[config.mk]
export PLATFORM = sky130hd
export DESIGN_NAME = bert_count_ctrl
export DESIGN_NICKNAME = d
export VERILOG_FILES = /design/src/rtl/bert_count_ctrl.sv
export SDC_FILE = /design/constraint.sdc
export NUM_CORES = 1
export LEC_CHECK = 0
export ABC_AREA = 1
export BUFFER_PORTS_ARGS = -buffer_cell sky130_fd_sc_hd__buf_2
export CAP_MARGIN = 20
export CORE_MARGIN = 2
export CORE_UTILIZATION = 50
export CTS_CLUSTER_DIAMETER = 100
export DETAILED_ROUTE_END_ITERATION = 7
export PLACE_DENSITY = 0.78
export SLEW_MARGIN = 10
export SYNTH_ARGS = -nofsm -noshare
export SYNTH_HDL_FRONTEND = slang
export SYNTH_SLANG_ARGS = --single-unit
export TNS_END_PERCENT = 50
[constraint.sdc]
create_clock -name clk -period 2.28 [get_ports clk]
set_input_delay 0.228 -clock clk [delete_from_list [all_inputs] [get_ports clk]]
set_output_delay 0.228 -clock clk [all_outputs]
set_load 0.02 [all_outputs]
[src/rtl/bert_count_ctrl.sv]
// rtl/bert_count_ctrl.sv - measurement-window sequencer for BERT error/bit ripple counters
module bert_count_ctrl #(
  parameter int Width        = 41,
  parameter int SyncWidth    = 4,
  parameter int WinWidth     = 32,
  parameter int ClearCycles  = 2,
  parameter int SettleCycles = 8
) (
  input  logic                 clk,
  input  logic                 reset_n,
  input  logic                 start,
  input  logic                 stop,
  input  logic [WinWidth-1:0]  cfg_window,
  input  logic [SyncWidth-1:0] err_step_in,
  input  logic [SyncWidth-1:0] bit_step_in,
  output logic                 cnt_reset,
  output logic [SyncWidth-1:0] err_step,
  output logic [SyncWidth-1:0] bit_step,
  input  logic [Width-1:0]     err_count,
  input  logic [Width-1:0]     bit_count,
  output logic                 busy,
  output logic                 snap_valid,
  input  logic                 snap_ready,
  output logic [Width-1:0]     snap_err,
  output logic [Width-1:0]     snap_bits,
  output logic [WinWidth-1:0]  snap_cycles
);

  typedef enum logic [2:0] {
    S_IDLE,
    S_CLEAR,
    S_RUN,
    S_SETTLE,
    S_HOLD
  } state_e;

  // Terminal values of the shared phase counter in CLEAR and SETTLE.
  localparam logic [WinWidth-1:0] ClrLast = WinWidth'(ClearCycles - 1);
  localparam logic [WinWidth-1:0] SetLast = WinWidth'(SettleCycles - 1);
  localparam logic [WinWidth-1:0] One     = WinWidth'(1);

  state_e               state_q, state_d;
  logic [WinWidth-1:0]  win_q, win_d;
  logic [WinWidth-1:0]  phase_q, phase_d;
  logic [WinWidth-1:0]  cycles_q, cycles_d;
  logic                 cnt_reset_q, cnt_reset_d;
  logic                 busy_q, busy_d;
  logic                 snap_valid_q, snap_valid_d;
  logic [Width-1:0]     snap_err_q, snap_err_d;
  logic [Width-1:0]     snap_bits_q, snap_bits_d;
  logic [WinWidth-1:0]  snap_cycles_q, snap_cycles_d;
  logic                 win_done;

  // Next-state and datapath: one phase counter is reused for the clear, window and settle intervals.
  always_comb begin
    state_d       = state_q;
    win_d         = win_q;
    phase_d       = phase_q;
    cycles_d      = cycles_q;
    snap_valid_d  = snap_valid_q;
    snap_err_d    = snap_err_q;
    snap_bits_d   = snap_bits_q;
    snap_cycles_d = snap_cycles_q;
    win_done      = 1'b0;

    case (state_q)
      S_IDLE: begin
        if (start && !stop) begin
          win_d    = cfg_window;
          cycles_d = '0;
          phase_d  = '0;
          state_d  = S_CLEAR;
        end
      end
      S_CLEAR: begin
        if (stop) begin
          state_d = S_IDLE;
        end else if (phase_q == ClrLast) begin
          phase_d = '0;
          state_d = S_RUN;
        end else begin
          phase_d = phase_q + One;
        end
      end
      S_RUN: begin
        if (cycles_q != '1) begin
          cycles_d = cycles_q + One;
        end
        // A zero window never expires; phase may wrap harmlessly in that case.
        win_done = (win_q != '0) && (phase_q == win_q - One);
        if (stop || win_done) begin
          phase_d = '0;
          state_d = S_SETTLE;
        end else begin
          phase_d = phase_q + One;
        end
      end
      S_SETTLE: begin
        if (phase_q == SetLast) begin
          snap_err_d    = err_count;
          snap_bits_d   = bit_count;
          snap_cycles_d = cycles_q;
          snap_valid_d  = 1'b1;
          phase_d       = '0;
          state_d       = S_HOLD;
        end else begin
          phase_d = phase_q + One;
        end
      end
      S_HOLD: begin
        if (snap_ready) begin
          snap_valid_d = 1'b0;
          state_d      = S_IDLE;
        end
      end
      default: begin
        state_d = S_IDLE;
      end
    endcase

    // Registered outputs follow the state being entered so they line up with it.
    cnt_reset_d = (state_d == S_CLEAR);
    busy_d      = (state_d != S_IDLE);
  end

  // State and output registers; reset holds the counters in clear.
  always_ff @(posedge clk or negedge reset_n) begin
    if (!reset_n) begin
      state_q       <= S_IDLE;
      win_q         <= '0;
      phase_q       <= '0;
      cycles_q      <= '0;
      cnt_reset_q   <= 1'b1;
      busy_q        <= 1'b0;
      snap_valid_q  <= 1'b0;
      snap_err_q    <= '0;
      snap_bits_q   <= '0;
      snap_cycles_q <= '0;
    end else begin
      state_q       <= state_d;
      win_q         <= win_d;
      phase_q       <= phase_d;
      cycles_q      <= cycles_d;
      cnt_reset_q   <= cnt_reset_d;
      busy_q        <= busy_d;
      snap_valid_q  <= snap_valid_d;
      snap_err_q    <= snap_err_d;
      snap_bits_q   <= snap_bits_d;
      snap_cycles_q <= snap_cycles_d;
    end
  end

  // Steps reach the counters only during RUN, with no added latency.
  assign err_step    = (state_q == S_RUN) ? err_step_in : '0;
  assign bit_step    = (state_q == S_RUN) ? bit_step_in : '0;

  assign cnt_reset   = cnt_reset_q;
  assign busy        = busy_q;
  assign snap_valid  = snap_valid_q;
  assign snap_err    = snap_err_q;
  assign snap_bits   = snap_bits_q;
  assign snap_cycles = snap_cycles_q;

endmodule

* Yosys cells after proc, flatten, opt, wreduce, memory -nomap -nowiden
Cells that the tools add are included.
** Operators by class
- $add $sub $neg :: 3
- Eq/ne operators :: 14
- Mux-type cells :: 20
- Reductions and logical operators :: 15
** Operators with widths (number)
- two-way mux 32 bit :: 6
- one-hot mux 32 bit (4 select lines) :: 1
- adder 32 x 1 -> 32 bit, second input constant :: 2
- one-hot mux 32 bit (2 select lines) :: 1
- == test 32 x 1 -> 1 bit, second input constant :: 1
- == test 32 x 3 -> 1 bit, second input constant :: 1
- == test 32 bit :: 1
- inequality test 32 bit, second input constant :: 1
- nonzero test 32 bit :: 1
- subtractor 32 x 1 -> 32 bit, second input constant :: 1
- two-way mux 3 bit :: 6
- one-hot mux 3 bit (5 select lines) :: 1
- inequality test 2 bit, second input constant :: 5
- AND reduction 3 bit :: 3
- two-way mux 4 bit :: 2
- == test 3 x 1 -> 1 bit, second input constant :: 2
- == test 3 x 2 -> 1 bit, second input constant :: 2
- AND reduction 2 bit :: 2
- nonzero test 2 bit :: 2
- nonzero test 4 bit :: 1
- == test 3 bit, second input constant :: 1
- logical NOT 3 bit :: 1
- nonzero test 3 bit :: 1
- logical AND 1 bit :: 2
- 4 further kinds :: 5
** Storage, ports and cells
- Bits in registers :: 216
- Input bits :: 127

* Longest topological paths before layout
Gate-level depths: netlist of the first run.
- Depth after elaboration :: 7
- Gate-level depth with buffers :: 20

* Worst setup path before layout of the first run
No wires, ideal clock.
- Path kind :: flip-flop to flip-flop
- Start :: reg win_q[0]
- End :: reg phase_q[12]
- Setup time :: 0.116 ns
- Arrival :: 2.042 ns
- Required time :: 2.164 ns
- Slack :: 0.122 ns
- Cell stages (with the launch flop) :: 20
- Path buffers :: 2
- Cell sequence :: dfrtp_1 > inv_1 > ha_1 > nand2_1 > nor2_2 > buf_4 > nand2_1 > o21ai_1 > nand2_1 > nor2_1 > nand3_1 > nor2_1 > nand2_1 > nor2_1 > nand2_1 > nand3_2 > nand2_4 > buf_6 > nand2_2 > nand2_1
** Between the ends
- Cells in the longest elaborated chain, start to end :: 6
** Ends and longest elaborated chain
- from (decl) :: RTL line 43 : logic [WinWidth-1:0] win_q, win_d;
- from (signal assigned) :: RTL line 141 : win_q <= win_d;
- subtractor 32 x 1 -> 32 bit :: RTL line 90 : win_done = (win_q != '0) && (phase_q == win_q - One);
- == test 32 bit :: RTL line 90
- logical AND 1 bit * :: RTL line 90
- logical OR 1 bit * :: RTL line 91 : if (stop || win_done) begin
- two-way mux 32 bit * :: RTL line 91
- one-hot mux 32 bit (4 select lines) * :: RTL line 66 : case (state_q)
- to (signal assigned) :: RTL line 142 : phase_q <= phase_d;
- to (decl) :: RTL line 44 : logic [WinWidth-1:0] phase_q, phase_d;
Mark *: on every way between the ends. The rest lies on a longest branch, timed or not.
A chain may end at the register's enable or synchronous reset.

* Final worst setup path of the first run
- Start :: reg win_q[2]
- End :: reg phase_q[3]
Same word-level chain as after synthesis.

==> run summary, run 1 <==
STATUS
------------------------------------------------------------------------------
Outcome                                                           complete, but fails checks
Violations in the final reports                                   hold timing, setup timing

CRITICAL PATH
------------------------------------------------------------------------------
Type of element capturing the critical path                               flop
Slowest cell on the critical path                                      dfrtp_1
Data arrival, critical path                                            2.86 ns
Top fanout value on the critical path                                        8
Delay contributed by the slowest stage of the critical path            0.44 ns
Reg-to-reg setup timing slack                                         -0.16 ns
Worst setup SP type                                                       flop
Reg-to-reg startpoint                                                 win_q[2]
WP data required                                                       2.70 ns
Cell Chain, Critical Path                                         buf_4 -> inv_1 -> buf_4 -> nand2_1 -> nand3_1 -> o21ai_0 -> nor2_1 -> nand2_1 -> nor2_1 -> nand3_1 -> nor2_1 -> nand2_1 -> nor2_2 -> nand2_2 -> nand3_2 -> nand2_4 -> buf_8 -> nand2_4 -> nand2_2
FF-to-FF path depth                                                         19
Reg2Reg Capture Point                                               phase_q[3]
Type of the worst setup path                                      flop to flop

GRT
------------------------------------------------------------------------------
Antenna violations before repair                                             1
Vias in the first global route                                           11600
Pin count of the biggest net entering global routing                        84
GRT Overall Usage                                                        0.323
Total congestion overflow after global routing                               0
Global-route wire length before repair                                62000 um

TIMING
------------------------------------------------------------------------------
Worst hold margin                                                  -0.00160 ns
Rel. slew slack                                                          0.557
RSZ-0062 raised after global routing                                       yes
Final setup skew                                                     0.0192 ns
Endpoints failing hold                                                       1
Setup slack of the critical path after layout                        -0.159 ns
Highest clock rate                                                   0.410 GHz
Final Max Slew Viols                                                         0
Fin crit period                                                        2.44 ns
Final period utilization                                                  1.07
Setup violators final                                                       32
Worst Tran Pin Value                                                  0.665 ns
Sum Neg Setup Slack                                                   -4.11 ns

ROUTING
------------------------------------------------------------------------------
Detail-routed via count per cell                                          5.38
First-pass detailed-route iteration total                                    5
Drt first-iter violations                                                  905
Total Wirelength                                                      41000 um
Avg WL per Cell                                                        18.8 um
Via count                                                                11700
Number of DRC violations after detailed routing                              0
Number of nets with antenna violations after routing                         0

FINAL LAYOUT
------------------------------------------------------------------------------
Share of post-route cells with drive strength above 1                    0.351
Design Area, Final                                                  16800 um^2
Area grow syn2layout                                                     45.6%
Number of nets at the end of the flow                                     2012
Non-filler cells, final                                                   2183
Fill cell instance count of the final layout                              1526
Final core utilization                                                   0.743

PLACED DESIGN
------------------------------------------------------------------------------
Post-placement setup slack                                           -0.203 ns
Placed Cells                                                              2006
Placed Area                                                         14200 um^2
Half-perimeter wire length after placement                            26500 um
Number of buffers inserted by port buffering                               251
Global placer's final weighted congestion                                0.988

FLOORPLANNING
------------------------------------------------------------------------------
Die footprint                                                       24300 um^2
Core Footprint                                                      22600 um^2
Overall die width                                                       156 um
Starting density of the core                                             0.510
IO Pins                                                                    252
Vertical die dimension                                                  156 um
Std-Cell Rows                                                               55

YOSYS
------------------------------------------------------------------------------
Count of state elements after synthesis                                    216
Number of library cell types mapped by synthesis                            41
Number of synthesized flops with an enable pin                               0
Cell with the most instances after synthesis                           nand2_1
Synthesized area                                                    11500 um^2
Most area-hungry cell type in the Yosys netlist                        dfrtp_1
Sequential share of the synthesized area                                 0.468
Top cell type's share of synthesized area                                0.466
Number of synthesis warnings                                                 0
Post-Synthesis Net Count                                                  1493
Share of synthesized registers carrying an async set or reset             1.00
Synth Instances                                                           1362
Commonest cells in the netlist                                    389 x nand2_1, 215 x dfrtp_1, 164 x nor2_1, 129 x inv_1, 71 x mux2_4
Ranking of synthesized cells by area                              dfrtp_1 47%, nand2_1 13%, mux2_4 9.2%
Synth Flop Type                                                        dfrtp_1
Average instance area after synthesis                                8.48 um^2

CLOCK TREE
------------------------------------------------------------------------------
Clock sinks                                                                216
Number of buffers added by the clock tree synthesis step                    24
H-tree depth reported by CTS                                                 1
Clock latency reported for the late side of the worst-skew pair        0.54 ns
CTS clk-pin slew, worst paths                                          0.06 ns
Number of buffers between clock root and the deepest sink                    3
Clock tree from TritonCTS                                                  yes
Master cell of the clock root buffer                                 clkbuf_16

POWER AND IR DROP
------------------------------------------------------------------------------
Internal portion of total power                                        9.36 mW
Sequential group share of total power                                    0.315
Net load switching power                                               5.66 mW
Share of total power in combinational logic                              0.395
Leakage power total                                                    8.59 nW
Peak supply drop                                                      0.895 mV
Share of total power in the clock network                                0.289
Switching power as a share of total power                                0.377
Power per cell area                                                893 nW/um^2

JOB
------------------------------------------------------------------------------
Max-cap violation count                                                      0

MIN PATH
------------------------------------------------------------------------------
Hold/Removal Path Class                                           primary input to flop
Hold path cells                                                              3
Min-delay src                                                     cfg_window[14]
Hold EP                                                              win_q[14]

## worst max-delay path by stage
stage / to / startpoint / depth (start not counted)
floorplan: phase_q[12] / win_q[0] / 19
global placement: phase_q[22] / win_q[0] / 17
detailed placement: phase_q[10] / win_q[1] / 17
CTS: phase_q[3] / win_q[1] / 19
global route: phase_q[3] / win_q[1] / 19
finish: phase_q[3] / win_q[2] / 19
## cells by family after synthesis
logic type               count (synthesis)  synth area share
AO/OA/AOI/OAI                          109            0.0498
AND/OR/NAND/NOR                        723             0.267
buffers and inverters                  175            0.0659
flip-flops                             216             0.468
XOR/XNOR                                45            0.0341
multiplexers                            90             0.111
adder cells (fa/ha/maj)                  4           0.00433
## cell usage in the layout (no fill, tap or decap), types with 4 or more instances in the layout
cell and count:
o21ai_1 7, xor2_1 35, nand2_1 353, bufinv_16 5
clkbuf_16 27, nor2_2 20, buf_2 250, dfrtp_2 5
nor3_1 29, o21ai_0 63, nand2_4 7, nand2_2 40
nor3b_1 4, dlygate4sd3_1 116, buf_6 8, inv_2 7
buf_12 8, mux2_4 71, clkinvlp_4 4, nand3_2 5
buf_4 147, xnor2_1 10, nor4_1 14, dfrtp_1 210
nand3b_1 5, a21oi_1 24, nand3_1 56, nor2_1 140
inv_1 122, nor2_4 15, nand4_1 26, mux2_2 19
## cell type report
type                            count  area [um^2]  share of cell area
Antenna cell                        1         2.50            0.000149
Inverter                          130          492              0.0292
Tap cell                          285          357              0.0212
Sequential cell                   216         5410               0.322
Multi-Input combinational cell    971         5690               0.339
Clock inverter                     15          248              0.0147
Clock buffer                       27          642              0.0382
Timing Repair Buffer              538         3970               0.236
## power by group through the flow
stage	registers, mW	logic (mW)	clock network [mW]
2_1_floorplan	4.76	2.65	0
3_3_place_gp	4.71	4.75	0
3_5_place_dp	4.72	4.82	0
4_1_cts	4.70	5.49	4.35
5_1_grt	4.77	6.46	4.56
6_report	4.74	5.94	4.34
## metal layers
layer / part of all wire / routed length, um / GRT usage
met5: 0 / 0 / 0
met4: 0.054 / 2230 / 0.140
met3: 0.085 / 3480 / 0.0522
met2: 0.47 / 19200 / 0.535
met1: 0.39 / 16100 / 0.421
## sequential cells by signal, summed over array words and instances, names as in the netlist
name / count
busy: 1
phase_q: 32
cycles_q: 32
cnt_reset: 1
snap_cycles: 32
snap_err: 41
state_q: 3
snap_bits: 41
win_q: 32
snap_valid: 1
## critical path: cells and delay by family (launching register included)
kind            cells  cell delay [ns]
simple gates       14             1.21
buf+inv             4             0.60
flops               1             0.44
compound gates      1             0.08
## per-stage QoR
step	hold slack, ns	power [mW]
5_1_grt	0.00381	15.8
3_5_place_dp	0.272	9.54
3_3_place_gp	0.264	9.46
2_1_floorplan	-0.0676	7.41
4_1_cts	0.00336	14.5
6_report	-0.00160	15.0
## what timing repair did
action / 4_1_cts / 5_1_grt
pin swaps: 34 / 27
hold buffers: 116 / 0
gates cloned: 1 / 4
setup endpoints to repair: 79 / 138
setup buffers: 10 / 3
resized for setup: 62 / 55
hold endpoints to repair: 191 / 0
No activity file was read; power rests on OpenSTA's default activity.
==> run 2, diff against run 1 <==
--- a/config.mk
+++ b/config.mk
@@ -13,6 +13,7 @@
 export CTS_CLUSTER_DIAMETER = 100
 export DETAILED_ROUTE_END_ITERATION = 7
 export PLACE_DENSITY = 0.78
+export SKIP_LAST_GASP = 1
 export SLEW_MARGIN = 10
 export SYNTH_ARGS = -nofsm -noshare
 export SYNTH_HDL_FRONTEND = slang
==> run summary, run 2 (synthesis gave the netlist of run 1 again) <==
POWER AND IR DROP
------------------------------------------------------------------------------
Share of total power in the clock network                                0.289   about the same
Net load switching power                                               5.67 mW   +0.11%
Peak supply drop                                                      0.893 mV   -0.17%
Share of total power in combinational logic                              0.396   about the same
Internal portion of total power                                        9.36 mW   about the same
Total power consumption of the routed design                           15.0 mW   about the same
Leakage power total                                                    8.59 nW   about the same
Power per cell area                                                894 nW/um^2   about the same
Sequential group share of total power                                    0.315   about the same
Switching power as a share of total power                                0.377   about the same

CLOCK TREE
------------------------------------------------------------------------------
Number of buffers added by the clock tree synthesis step                    24   unchanged
H-tree depth reported by CTS                                                 1   unchanged
Master cell of the clock root buffer                                 clkbuf_16
Clock latency reported for the late side of the worst-skew pair        0.54 ns   about the same
Clock tree from TritonCTS                                                  yes
Number of buffers between clock root and the deepest sink                    3   unchanged
CTS clk-pin slew, worst paths                                          0.06 ns   about the same
Clock sinks                                                                216   unchanged

CRITICAL PATH
------------------------------------------------------------------------------
WP data required                                                       2.70 ns   about the same
Reg-to-reg setup timing slack                                         -0.16 ns   about the same
Type of element capturing the critical path                               flop
Worst setup SP type                                                       flop
Reg-to-reg startpoint                                                 win_q[2]
Type of the worst setup path                                      flop to flop
Top fanout value on the critical path                                        8   unchanged
FF-to-FF path depth                                                         19   unchanged
Data arrival, critical path                                            2.86 ns   about the same
Critical path launch point                                            win_q[2]
Worst setup path end                                                phase_q[3]
Reg2Reg Capture Point                                               phase_q[3]

STATUS
------------------------------------------------------------------------------
Outcome                                                           complete, but fails checks
Violations in the final reports                                   hold timing, setup timing

TIMING
------------------------------------------------------------------------------
RSZ-0062 raised after global routing                                       yes
Worst hold margin                                                  -0.00397 ns   -0.00237 ns
Final period utilization                                                  1.07   +0.00171
Endpoints failing hold                                                       1   unchanged
Worst Tran Pin Value                                                  0.669 ns   +0.00450 ns
Sum Neg Setup Slack                                                   -4.26 ns   -0.142 ns
Setup slack of the critical path after layout                        -0.163 ns   -0.00391 ns
Rel. slew slack                                                          0.554   -0.00300
Final setup skew                                                     0.0185 ns   -0.000620 ns
Highest clock rate                                                   0.409 GHz   -0.16%
Setup violators final                                                       34   +6.3%
Final Max Slew Viols                                                         0   unchanged
Fin crit period                                                        2.44 ns   +0.00391 ns

GRT
------------------------------------------------------------------------------
Antenna violations before repair                                             1   unchanged
Global-route wire length before repair                                62000 um   unchanged
Total congestion overflow after global routing                               0   unchanged
Vias in the first global route                                           11600   unchanged
GRT Overall Usage                                                        0.323   unchanged
Pin count of the biggest net entering global routing                        84   unchanged

FINAL LAYOUT
------------------------------------------------------------------------------
Design Area, Final                                                  16800 um^2   unchanged
Most frequent cells in the layout                                 353 x nand2_1, 250 x buf_2, 210 x dfrtp_1
Number of nets at the end of the flow                                     2012   unchanged
Fill cell instance count of the final layout                              1526   unchanged
Most common cell after layout, fill and taps aside                     nand2_1
Area grow syn2layout                                                     45.6%   unchanged
Share of post-route cells with drive strength above 1                    0.350   -0.00105

PLACED DESIGN
------------------------------------------------------------------------------
Half-perimeter wire length after placement                            26500 um   unchanged
Number of buffers inserted by port buffering                               251   unchanged
Placed Area                                                         14200 um^2   unchanged
Global placer's final weighted congestion                                0.988   unchanged

ROUTING
------------------------------------------------------------------------------
First-pass detailed-route iteration total                                    5   unchanged
Via count                                                                11800   +0.30%
Number of DRC violations after detailed routing                              0   unchanged
Number of nets with antenna violations after routing                         0   unchanged
Total Wirelength                                                      41100 um   +0.21%
Detail-routed via count per cell                                          5.39   +0.30%
Avg WL per Cell                                                        18.8 um   +0.21%
Drt first-iter violations                                                  914   +0.99%

JOB
------------------------------------------------------------------------------
Max-cap violation count                                                      0   unchanged

FLOORPLANNING
------------------------------------------------------------------------------
Vertical die dimension                                                  156 um   unchanged
Starting density of the core                                             0.510   unchanged
Core Footprint                                                      22600 um^2   unchanged
Overall die width                                                       156 um   unchanged
IO Pins                                                                    252   unchanged
Die footprint                                                       24300 um^2   unchanged
Std-Cell Rows                                                               55   unchanged

MIN PATH
------------------------------------------------------------------------------
Hold/Removal Path Class                                           primary input to flop

-- run 2: cell counts in the layout (fill, tap and decap cells not counted) --
No cell type changed its count.
-- run 2: stage by stage --
step	std cells	worst slack [ns]	utilization
4_1_cts	2174	-0.0830	0.730
6_report	2183	-0.163	0.743
3_5_place_dp	2006	-0.203	0.626
5_1_grt	2183	-0.252	0.743
3_3_place_gp	2006	-0.137	0.626
2_1_floorplan	1362	0.122	-
-- run 2: per-layer routing --
layer | GRT usage | part of all wire | vias up
li1 | - | - | 5425
met1 | 0.421 | 0.40 | 5627
met2 | 0.535 | 0.47 | 596
met3 | 0.0522 | 0.081 | 128
met4 | 0.140 | 0.054 | 0
met5 | 0 | 0 | -
-- run 2: final cells by class --
class                      count  area (um^2)  area share
antenna                        1         2.50    0.000149
tap                          285          357      0.0212
multi-input combinational    971         5690       0.339
inverter                     130          492      0.0292
timing repair buffer         538         3970       0.236
clock buffer                  27          642      0.0382
clock inverter                15          248      0.0147
sequential                   216         5410       0.322
-- run 2: how the worst min path moves through the flow --
stage	startpoint	end	slack (ns)	cells past startpoint
finish	cfg_window[14]	win_q[14]	-0.004	3
global route	cfg_window[14]	win_q[14]	0.004	3
CTS	cfg_window[14]	win_q[14]	0.003	3
detailed placement	reset_n	snap_valid	0.27	1
global placement	reset_n	snap_valid	0.26	1
floorplan	reset_n	busy	-0.07	0
-- run 2: critical path: stages, from the launching register on --
cell and delay (ns):
dfrtp_1 0.44, buf_4 0.17, inv_1 0.12, buf_4 0.14, nand2_1 0.07, nand3_1 0.07
o21ai_0 0.08, nor2_1 0.12, nand2_1 0.07, nor2_1 0.10, nand3_1 0.09, nor2_1 0.12
nand2_1 0.08, nor2_2 0.10, nand2_2 0.09, nand3_2 0.08, nand2_4 0.11, buf_8 0.17
nand2_4 0.06, nand2_2 0.06
-- run 2: repair_timing --
action	in CTS	in global routing
endpoints found under the setup margin	79	138
hold endpoints to repair	191	0
pin swaps	34	26
cloned	1	4
gates resized for setup	62	53
setup buffers	10	3
hold buffers	116	0
-- run 2: power groups by stage --
stage	registers (mW)	logic (mW)	clock network (mW)
floorplan	4.76	2.65	0
global placement	4.71	4.75	0
detailed placement	4.72	4.82	0
CTS	4.70	5.49	4.35
global route	4.77	6.46	4.56
finish	4.74	5.95	4.35
==> run 3, diff against run 2 <==
--- a/config.mk
+++ b/config.mk
@@ -9,10 +9,10 @@
 export BUFFER_PORTS_ARGS = -buffer_cell sky130_fd_sc_hd__buf_2
 export CAP_MARGIN = 20
 export CORE_MARGIN = 2
-export CORE_UTILIZATION = 50
+export CORE_UTILIZATION = 55
 export CTS_CLUSTER_DIAMETER = 100
 export DETAILED_ROUTE_END_ITERATION = 7
-export PLACE_DENSITY = 0.78
+export PLACE_DENSITY = 0.82
 export SKIP_LAST_GASP = 1
 export SLEW_MARGIN = 10
 export SYNTH_ARGS = -nofsm -noshare
==> constraint.sdc (replaced) <==
create_clock -name clk -period 2.3 [get_ports clk]
set_input_delay 0.23 -clock clk [delete_from_list [all_inputs] [get_ports clk]]
set_output_delay 0.23 -clock clk [all_outputs]
set_load 0.02 [all_outputs]
==> run summary, run 3 (synthesis gave the netlist of run 1 again) <==
STATUS
------------------------------------------------------------------------------
Outcome                                                           complete, but fails checks
Violations in the final reports                                   setup timing

TIMING
------------------------------------------------------------------------------
RSZ-0062 raised after global routing                                       yes
Setup violators final                                                       32   -5.9%
Endpoints failing hold                                                       0   -1
Worst Tran Pin Value                                                  0.530 ns   -0.139 ns
Setup slack of the critical path after layout                       -0.0521 ns   +0.111 ns
Final period utilization                                                  1.02   -0.0487
Rel. slew slack                                                          0.644   +0.0897
Final setup skew                                                     0.0174 ns   -0.00116 ns
Final Max Slew Viols                                                         0   unchanged
Fin crit period                                                        2.35 ns   -0.0906 ns
Highest clock rate                                                   0.425 GHz   +3.9%
Sum Neg Setup Slack                                                   -1.22 ns   +3.04 ns

CLOCK TREE
------------------------------------------------------------------------------
Master cell of the clock root buffer                                 clkbuf_16
Clock latency reported for the late side of the worst-skew pair        0.53 ns   about the same
CTS clk-pin slew, worst paths                                          0.07 ns   about the same
H-tree depth reported by CTS                                                 1   unchanged
Number of buffers between clock root and the deepest sink                    3   unchanged
Clock tree from TritonCTS                                                  yes
Number of buffers added by the clock tree synthesis step                    23   -4.2%
Clock sinks                                                                216   unchanged

CRITICAL PATH
------------------------------------------------------------------------------
Top fanout value on the critical path                                       16   +8
Reg-to-reg startpoint                                                 win_q[0]
Delay contributed by the slowest stage of the critical path            0.40 ns   -0.04 ns
Type of element capturing the critical path                               flop
Reg2Reg Capture Point                                              phase_q[30]
WP data required                                                       2.71 ns   about the same
Number of buffers and inverters on the critical path                         3   -1
Reg-to-reg setup timing slack                                         -0.05 ns   +0.11 ns
Cell seen most often among critical-path stages                        nand2_1
Slowest cell on the critical path                                      dfrtp_1
Cell family with most CP delay                                    simple AND/OR/NAND/NOR gates
FF-to-FF path depth                                                         15   -4
Cell Chain, Critical Path                                         inv_2 -> buf_4 -> nand2_2 -> nor2_4 -> nand2_1 -> nor2_1 -> xor2_1 -> nand4_1 -> nor2_1 -> nand2_1 -> nand3_2 -> nand2_4 -> buf_12 -> nand2_1 -> nand2_1
Data arrival, critical path                                            2.77 ns   -0.09 ns
Crit. path cell count                                                       15   -4
Type of the worst setup path                                      flop to flop
Worst setup SP type                                                       flop

MIN PATH
------------------------------------------------------------------------------
Min-delay src                                                     cfg_window[31]
Hold EP                                                              win_q[31]
Hold/Removal Path Class                                           primary input to flop
Hold path cells                                                              3   unchanged

ROUTING
------------------------------------------------------------------------------
Detail-routed via count per cell                                          5.61   +4.0%
Number of nets with antenna violations after routing                         0   unchanged
Number of DRC violations after detailed routing                              0   unchanged
Drt first-iter violations                                                 1283   +40%
Avg WL per Cell                                                        20.5 um   +9.1%
Via count                                                                12200   +3.4%
First-pass detailed-route iteration total                                    5   unchanged
Total Wirelength                                                      44500 um   +8.4%

FINAL LAYOUT
------------------------------------------------------------------------------
Non-filler cells, final                                                   2170   -0.60%
Number of nets at the end of the flow                                     2008   -0.20%
Most common cell after layout, fill and taps aside                     nand2_1
Share of post-route cells with drive strength above 1                    0.332   -0.0185
Most frequent cells in the layout                                 380 x nand2_1, 250 x buf_2, 209 x dfrtp_1
Area grow syn2layout                                                     43.2%

JOB
------------------------------------------------------------------------------
Max-cap violation count                                                      0   unchanged

PLACED DESIGN
------------------------------------------------------------------------------
Placed Cells                                                              2004   -0.10%
Global placer's final weighted congestion                                0.936   -5.2%
Half-perimeter wire length after placement                            27500 um   +3.6%
Number of buffers inserted by port buffering                               251   unchanged

FLOORPLANNING
------------------------------------------------------------------------------
IO Pins                                                                    252   unchanged
Overall die width                                                       149 um   -4.5%
Core Footprint                                                      20800 um^2   -8.0%
Std-Cell Rows                                                               53   -3.6%
Vertical die dimension                                                  149 um   -4.5%
Die footprint                                                       22200 um^2   -8.9%
Starting density of the core                                             0.555   +0.0445

POWER AND IR DROP
------------------------------------------------------------------------------
Total power consumption of the routed design                           14.5 mW   -3.3%
Leakage power total                                                    8.49 nW   -1.2%
Peak supply drop                                                      0.942 mV   +5.5%
Power per cell area                                                879 nW/um^2   -1.7%

GRT
------------------------------------------------------------------------------
Pin count of the biggest net entering global routing                        55   -35%
Total congestion overflow after global routing                               0   unchanged
GRT Overall Usage                                                        0.402   +0.0788
Vias in the first global route                                           12100   +4.8%
Antenna violations before repair                                             2   +1
Global-route wire length before repair                                68600 um   +11%

run 3: worst register-to-register path: stages (launching register included):
cell     delay [ns]
dfrtp_1        0.40
inv_2          0.09
buf_4          0.12
nand2_2        0.08
nor2_4         0.22
nand2_1        0.14
nor2_1         0.14
xor2_1         0.23
nand4_1        0.14
nor2_1         0.12
nand2_1        0.09
nand3_2        0.09
nand2_4        0.08
buf_12         0.16
nand2_1        0.07
nand2_1        0.06
run 3: metal layers:
metal,GRT usage,up-vias,routed length [um]
met3,0.0954,234,4440
met5,0,-,13
met1,0.506,5729,16800
li1,-,5410,-
met2,0.644,797,20400
met4,0.214,2,2920
run 3: power breakdown:
group	switching, mW	leakage, nW	total [mW]	internal [mW]
clock	1.68	0.408	4.21	2.52
sequential	0.518	2.75	4.75	4.23
combinational	3.31	5.33	5.58	2.26
total	5.52	8.49	14.5	9.02
run 3: worst max path at each step:
| stage | slack [ns] | startpoint | to |
|---|---|---|---|
| global route | -0.24 | win_q[0] | phase_q[10] |
| detailed placement | -0.14 | win_q[0] | phase_q[30] |
| floorplan | 0.14 | win_q[0] | phase_q[12] |
| finish | -0.05 | win_q[0] | phase_q[30] |
| global placement | -0.08 | win_q[0] | phase_q[1] |
| CTS | -0.004 | win_q[6] | phase_q[30] |
run 3: area by class of cell:
class | instances | area [um^2]
multi-input cells | 971 | 5590
flip-flops and latches | 216 | 5410
fillers | 1291 | 4290
repair buffers | 535 | 3840
clock buffers | 28 | 624
inverters | 130 | 490
well taps | 275 | 344
clock inverters | 14 | 225
diodes | 1 | 2.50
run 3: timing repair:
item / 4_1_cts / 5_1_grt
hold endpoints to repair: 176 / 0
cloned: 1 / 0
setup buffers: 1 / 5
resized for setup: 20 / 50
setup endpoints to repair: 99 / 139
pin swaps: 5 / 9
hold buffers: 116 / 0
run 3: per-stage QoR:
step | instance area (um^2) | utilization | worst slack [ns] | hold slack (ns)
global route | 16500 | 0.794 | -0.241 | 0.101
finish | 16500 | 0.794 | -0.0521 | 0.0745
global placement | 14200 | 0.684 | -0.0774 | 0.171
detailed placement | 14200 | 0.684 | -0.141 | 0.175
floorplan | 11500 | - | 0.142 | -0.0656
CTS | 16300 | 0.785 | -0.00406 | 0.0190
